[config.mk]
export PLATFORM = sky130hd
export DESIGN_NAME = regfile_write_arbiter_flat
export DESIGN_NICKNAME = d
export VERILOG_FILES = /design/src/rtl/regfile_write_arbiter_if.sv /design/src/rtl/regfile_write_arbiter.sv /design/src/flat_wrapper.sv
export SDC_FILE = /design/constraint.sdc
export NUM_CORES = 1
export LEC_CHECK = 0
export CORE_ASPECT_RATIO = 0.6
export CORE_MARGIN = 10
export CORE_UTILIZATION = 50
export DETAILED_ROUTE_END_ITERATION = 8
export GPL_TIMING_DRIVEN = 0
export PLACE_DENSITY = 0.84
export SLEW_MARGIN = 20
export SYNTH_ARGS = -nofsm -noshare
export SYNTH_HDL_FRONTEND = slang
export SYNTH_SLANG_ARGS = --single-unit
[constraint.sdc]
create_clock -name clk -period 6.85 [get_ports clk]
set_clock_uncertainty 0.2 [all_clocks]
set_input_delay 0.685 -clock clk [delete_from_list [all_inputs] [get_ports clk]]
set_output_delay 0.685 -clock clk [all_outputs]
set_load 0.1 [all_outputs]
[src/rtl/regfile_write_arbiter_if.sv]
// Write-port bundle for regfile_write_arbiter: per-requester valid/ready/addr/data
// and the registered register-file write port plus status.
interface regfile_write_arbiter_if #(
  parameter int unsigned NUM_REQ    = 4,
  parameter int unsigned ADDR_WIDTH = 5,
  parameter int unsigned DATA_WIDTH = 32
);
  logic [NUM_REQ-1:0]            reqValid;
  logic [NUM_REQ*ADDR_WIDTH-1:0] reqAddr;
  logic [NUM_REQ*DATA_WIDTH-1:0] reqData;
  logic [NUM_REQ-1:0]            reqReady;
  logic [ADDR_WIDTH-1:0]         writeAddress;
  logic [DATA_WIDTH-1:0]         writeData;
  logic                          writeEnable;
  logic [NUM_REQ-1:0]            pendingMask;
  logic [2:0]                    grantId;

  modport master (
    output reqValid, reqAddr, reqData,
    input  reqReady, writeAddress, writeData, writeEnable, pendingMask, grantId
  );

  modport slave (
    input  reqValid, reqAddr, reqData,
    output reqReady, writeAddress, writeData, writeEnable, pendingMask, grantId
  );
endinterface

[src/rtl/regfile_write_arbiter.sv]
// Round-robin arbiter sharing one register-file write port among NUM_REQ one-entry
// writeback buffers. Optional macro ZERO_REG_GUARD_EN suppresses writes to register 0.
module regfile_write_arbiter #(
  parameter int unsigned NUM_REQ    = 4,
  parameter int unsigned ADDR_WIDTH = 5,
  parameter int unsigned DATA_WIDTH = 32
) (
  input  logic                clk,
  input  logic                reset,
  regfile_write_arbiter_if.slave bus
);

  logic [NUM_REQ-1:0]    pending;
  logic [NUM_REQ-1:0]    grant;
  logic [NUM_REQ-1:0]    reqReady;
  logic [ADDR_WIDTH-1:0] addrBuf [NUM_REQ];
  logic [DATA_WIDTH-1:0] dataBuf [NUM_REQ];
  logic [2:0]            pointer;
  logic [2:0]            grantIdx;
  logic [2:0]            nextPointer;
  logic                  found;
  logic [ADDR_WIDTH-1:0] selAddr;
  logic [DATA_WIDTH-1:0] selData;

  logic [ADDR_WIDTH-1:0] writeAddressQ;
  logic [DATA_WIDTH-1:0] writeDataQ;
  logic                  writeEnableQ;
  logic [2:0]            grantIdQ;

  // Two-pass search: indices at/after the pointer first, then wrap from 0.
  always_comb begin
    found    = 1'b0;
    grantIdx = '0;
    for (int unsigned i = 0; i < NUM_REQ; i++) begin
      if (!found && pending[i] && (i >= 32'(pointer))) begin
        found    = 1'b1;
        grantIdx = 3'(i);
      end
    end
    for (int unsigned i = 0; i < NUM_REQ; i++) begin
      if (!found && pending[i]) begin
        found    = 1'b1;
        grantIdx = 3'(i);
      end
    end

    grant   = '0;
    selAddr = '0;
    selData = '0;
    for (int unsigned i = 0; i < NUM_REQ; i++) begin
      if (found && (grantIdx == 3'(i))) begin
        grant[i] = 1'b1;
        selAddr  = addrBuf[i];
        selData  = dataBuf[i];
      end
    end

    nextPointer = (32'(grantIdx) == NUM_REQ - 1) ? '0 : grantIdx + 3'd1;
  end

  assign reqReady = ~pending | grant;

  always_ff @(posedge clk) begin
    for (int unsigned i = 0; i < NUM_REQ; i++) begin
      if (bus.reqValid[i] && reqReady[i]) begin
        addrBuf[i] <= bus.reqAddr[i*ADDR_WIDTH +: ADDR_WIDTH];
        dataBuf[i] <= bus.reqData[i*DATA_WIDTH +: DATA_WIDTH];
      end
    end
  end

  always_ff @(posedge clk) begin
    if (reset) begin
      pending       <= '0;
      pointer       <= '0;
      writeEnableQ  <= 1'b0;
      writeAddressQ <= '0;
      writeDataQ    <= '0;
      grantIdQ      <= '0;
    end else begin
      // A reload in the same cycle as the drain keeps the buffer occupied.
      for (int unsigned i = 0; i < NUM_REQ; i++) begin
        if (bus.reqValid[i] && reqReady[i]) begin
          pending[i] <= 1'b1;
        end else if (grant[i]) begin
          pending[i] <= 1'b0;
        end
      end

      if (found) begin
        pointer       <= nextPointer;
        writeAddressQ <= selAddr;
        writeDataQ    <= selData;
        grantIdQ      <= grantIdx;
`ifdef ZERO_REG_GUARD_EN
        writeEnableQ  <= (selAddr != '0);
`else
        writeEnableQ  <= 1'b1;
`endif
      end else begin
        writeEnableQ  <= 1'b0;
      end
    end
  end

  assign bus.reqReady     = reqReady;
  assign bus.pendingMask  = pending;
  assign bus.writeEnable  = writeEnableQ;
  assign bus.writeAddress = writeAddressQ;
  assign bus.writeData    = writeDataQ;
  assign bus.grantId      = grantIdQ;

endmodule

[src/flat_wrapper.sv]
// flat-port wrapper written by rule: the top's interface ports become plain ports
module regfile_write_arbiter_flat 
#(
  parameter int unsigned NUM_REQ    = 4,
  parameter int unsigned ADDR_WIDTH = 5,
  parameter int unsigned DATA_WIDTH = 32
)
  (clk, reset, bus_reqValid, bus_reqAddr, bus_reqData, bus_reqReady, bus_writeAddress, bus_writeData, bus_writeEnable, bus_pendingMask, bus_grantId);
  regfile_write_arbiter_if #(.NUM_REQ(NUM_REQ), .ADDR_WIDTH(ADDR_WIDTH), .DATA_WIDTH(DATA_WIDTH)) bus_i ();
  input  logic clk;
  input  logic reset;
  input wire logic [$bits(bus_i.reqValid)-1:0] bus_reqValid;
  input wire logic [$bits(bus_i.reqAddr)-1:0] bus_reqAddr;
  input wire logic [$bits(bus_i.reqData)-1:0] bus_reqData;
  output wire logic [$bits(bus_i.reqReady)-1:0] bus_reqReady;
  output wire logic [$bits(bus_i.writeAddress)-1:0] bus_writeAddress;
  output wire logic [$bits(bus_i.writeData)-1:0] bus_writeData;
  output wire logic [$bits(bus_i.writeEnable)-1:0] bus_writeEnable;
  output wire logic [$bits(bus_i.pendingMask)-1:0] bus_pendingMask;
  output wire logic [$bits(bus_i.grantId)-1:0] bus_grantId;
  assign bus_i.reqValid = bus_reqValid;
  assign bus_i.reqAddr = bus_reqAddr;
  assign bus_i.reqData = bus_reqData;
  assign bus_reqReady = bus_i.reqReady;
  assign bus_writeAddress = bus_i.writeAddress;
  assign bus_writeData = bus_i.writeData;
  assign bus_writeEnable = bus_i.writeEnable;
  assign bus_pendingMask = bus_i.pendingMask;
  assign bus_grantId = bus_i.grantId;
  regfile_write_arbiter #(.NUM_REQ(NUM_REQ), .ADDR_WIDTH(ADDR_WIDTH), .DATA_WIDTH(DATA_WIDTH)) u_core (.clk(clk), .reset(reset), .bus(bus_i));
endmodule
==> results.sh <==
export IMPL_routed_via_density=5.65
export IMPL_syn_instance_count=550
export IMPL_comb_power_share_pct=26.2
export IMPL_cts_clk_slew_worst_paths_ps=80
export IMPL_finish_net_count=929
export IMPL_placementRows=34
export IMPL_synth_top_cell_area_share_pct=58.6
export IMPL_power_ir_vdd_worst_mv=0.180
export IMPL_worst_skew_pair_latency_ps=440
export IMPL_synth_largest_area_cell="edfxtp_1"
export IMPL_crit_required_ps=5960
export IMPL_clock_tree_root_cell="clkbuf_16"
export IMPL_antenna_found_initial=0
export IMPL_cts_hold_buffers_added=0
export IMPL_max_freq_mhz=195
export IMPL_die_x_um=179
export IMPL_post_cts_repair_setup_buffers=0
export IMPL_worst_path_max_fanout=10
export IMPL_layout_commonest_cell="clkdlybuf4s50_1"
export IMPL_switching_power_mw=1.13
export IMPL_setup_viol=0
export IMPL_ant_diodes=0
export IMPL_power_frac_clock_pct=30.4
export IMPL_routedLengthMet1_um=9460
export IMPL_grt_pass1_wl_um=34400
export IMPL_max_cap_viol_count=0
export IMPL_power_frac_seq_pct=43.4
export IMPL_globalRouteTotalUtil_pct=21.9
export IMPL_worst_slew_margin_rel_pct=29.7
export IMPL_syn_avg_cell_area_um2=13.8
export IMPL_maxSlewViolCount=0
export IMPL_drive_above_1_share_pct=8.40
export IMPL_synth_cell_area_mm2=0.00758
export IMPL_synth_warnings=0
export IMPL_hold_class="reg2reg"
export IMPL_tightest_slew_ps=1050
export IMPL_outcome="finished clean"
export IMPL_coreArea_mm2=0.0147
export IMPL_post_dp_hpwl_um=16600
export IMPL_fp_dieArea_mm2=0.0206
export IMPL_synth_sequential_area_ratio_pct=70.8
export IMPL_sw_frac_of_total_pct=34.3
export IMPL_tns_ps=0
export IMPL_post_cts_resized_instances=0
export IMPL_p_leak_nw=3.82
export IMPL_p_int_mw=2.16
export IMPL_p_total_mw=3.29
export IMPL_distinct_cell_type_count_after_synthesis=36
export IMPL_antenna_left=0
export IMPL_cp_arrival_ps=4240
export IMPL_final_hold_violation_count=0
export IMPL_detail_route_drc_violations=0
export IMPL_cts_sink_count=194
export IMPL_final_cell_mix="clkdlybuf4s50_1 (200), edfxtp_1 (148), dfxtp_1 (46)"
export IMPL_synth_net_count=706
export IMPL_initial_core_util_pct=51.6
export IMPL_place_worst_setup_slack_ps=2240
export IMPL_setup_worst_path_start_class="flip-flop"
export IMPL_synth_seq_cells=194
export IMPL_drt_iter0_drc=520
export IMPL_ctsLongestPathBuffers=2
export IMPL_via_count=5564
export IMPL_unrepaired_setup_endpoints_after_global_routing="false"
export IMPL_tritoncts="built"
export IMPL_design_portCount=203
export IMPL_worst_setup_path_end_kind="primary output"
export IMPL_wl_met3_um=2600
export IMPL_detail_routed_net_length_per_standard_cell_um=23.3
export IMPL_grt_remaining_overflow=0
export IMPL_fin_crit_sh_pct=74.8
export IMPL_first_pass_iters=6
export IMPL_globalplace_congestion=0.900
export IMPL_synth_area_leaders="edfxtp_1 (59%), dfxtp_1 (12%), a221oi_1 (4.3%), a211oi_1 (3.6%), and2_1 (3.4%)"
export IMPL_grt_max_degree=26
export IMPL_die_height_um=115
export IMPL_fin_crit_ps=5130
export IMPL_power_density_mw_per_mm2=313
export IMPL_synthToLayoutAreaGrowth_pct=38.9
export IMPL_cts_made_buffers=17
export IMPL_port_buf_inserts=200
export IMPL_drt_total_wl_um=22900
export IMPL_route_met2_wl_um=10600
export IMPL_cts_max_level=4
export IMPL_routed_top_layer="met4"
export IMPL_postLayoutSetupSlackWorst_ps=1720
export IMPL_crit_type="reg2out"
export IMPL_grt_pass1_vias=5967
-- metal layers --
metal | global-route usage (%) | vias up
met5 | 0 | -
met4 | 5.65 | 0
met3 | 8.12 | 28
met2 | 34.3 | 318
met1 | 28.4 | 2703
li1 | - | 2515
-- final cells by class --
| type | count | area [um2] |
|---|---|---|
| Multi-Input combinational cell | 307 | 1960 |
| Sequential cell | 194 | 5370 |
| Clock buffer | 17 | 425 |
| Fill cell | 995 | 4150 |
| Timing Repair Buffer | 204 | 2090 |
| Tap cell | 198 | 248 |
| Buffer | 43 | 233 |
| Clock inverter | 15 | 184 |
| Inverter | 6 | 22.5 |
-- synthesized netlist by cell type --
cell      count
buf_6         7
mux2_2        1
nor4_2        1
o211ai_1      1
nor2_1       42
o22ai_2       1
edfxtp_1    148
o22a_1        1
conb_1        1
clkbuf_2      1
or4_4         1
inv_1         6
a21oi_1      11
a211oi_1     36
o22ai_1       2
o21a_1        1
o21ai_0       8
a211oi_2      2
buf_2         5
nor2b_1      37
nand2_1       6
buf_4         3
and2_1       41
ha_1          2
o221ai_1      1
nand2b_1      3
a21boi_0      1
a221oi_1     37
clkbuf_1     27
and3_1       37
and2_4        1
o211a_1       1
o21ai_1      28
dfxtp_1      46
o221a_4       1
o21ai_2       2
-- registers in the layout, indices dropped and copies added, names as in the netlist --
register and cells:
u_core.addrBuf 20, u_core.dataBuf 128, u_core.bus.pendingMask 4, u_core.bus.grantId 2, u_core.pointer 2, u_core.bus.writeData 32, u_core.bus.writeEnable 1, u_core.bus.writeAddress 5
-- kinds of logic (layout without fill, tap and decap cells) --
logic type	after synthesis	count (layout)	share of synthesized area, %
compound gates	134	134	12.8
other cells	1	1	0.0495
fa+ha+maj	2	2	0.330
buf+inv	49	285	3.37
simple gates	169	169	12.5
flops	194	194	70.8
mux	1	1	0.149
-- worst paths after layout --
| path | from | to | cells after the start | slack, ps |
|---|---|---|---|---|
| setup reg to reg | u_core.bus.pendingMask[1]$_SDFFE_PP0P_ | u_core.dataBuf[3][24]$_DFFE_PP_ | 10 | 2930 |
| setup / recovery | u_core.bus.pendingMask[1]$_SDFFE_PP0P_ | bus_reqReady[3] | 9 | 1720 |
| hold reg to reg | u_core.bus.grantId[1]$_SDFFE_PP0P_ | u_core.bus.grantId[1]$_SDFFE_PP0P_ | 2 | 290 |
| hold / removal | u_core.bus.grantId[1]$_SDFFE_PP0P_ | u_core.bus.grantId[1]$_SDFFE_PP0P_ | 2 | 290 |
-- power groups by stage --
stage / clock network, mW / registers [mW] / logic, mW
6_report: 1.00 / 1.43 / 0.862
3_5_place_dp: 0 / 1.45 / 0.853
4_1_cts: 1.01 / 1.43 / 0.862
2_1_floorplan: 0 / 1.72 / 0.283
5_1_grt: 1.06 / 1.44 / 0.906
3_3_place_gp: 0 / 1.45 / 0.822
-- critical path: stages, from the launching register on --
cell and delay [ps]:
dfxtp_1 430, buf_2 270, a21boi_0 200, o22ai_1 100, a21oi_1 350, ha_1 320
buf_2 280, clkbuf_1 450, nand2b_1 230, clkdlybuf4s50_1 1160
-- per-stage QoR --
step	hold WS [ps]	area, um2	cells	util [%]
after floorplan	366	7580	550	-
after global placement	249	9830	948	67.0
after detailed placement	278	9920	952	67.6
after CTS	288	10500	984	71.7
after global routing	297	10500	984	71.7
final	291	10500	984	71.7
No activity file was read; power rests on OpenSTA's default activity.
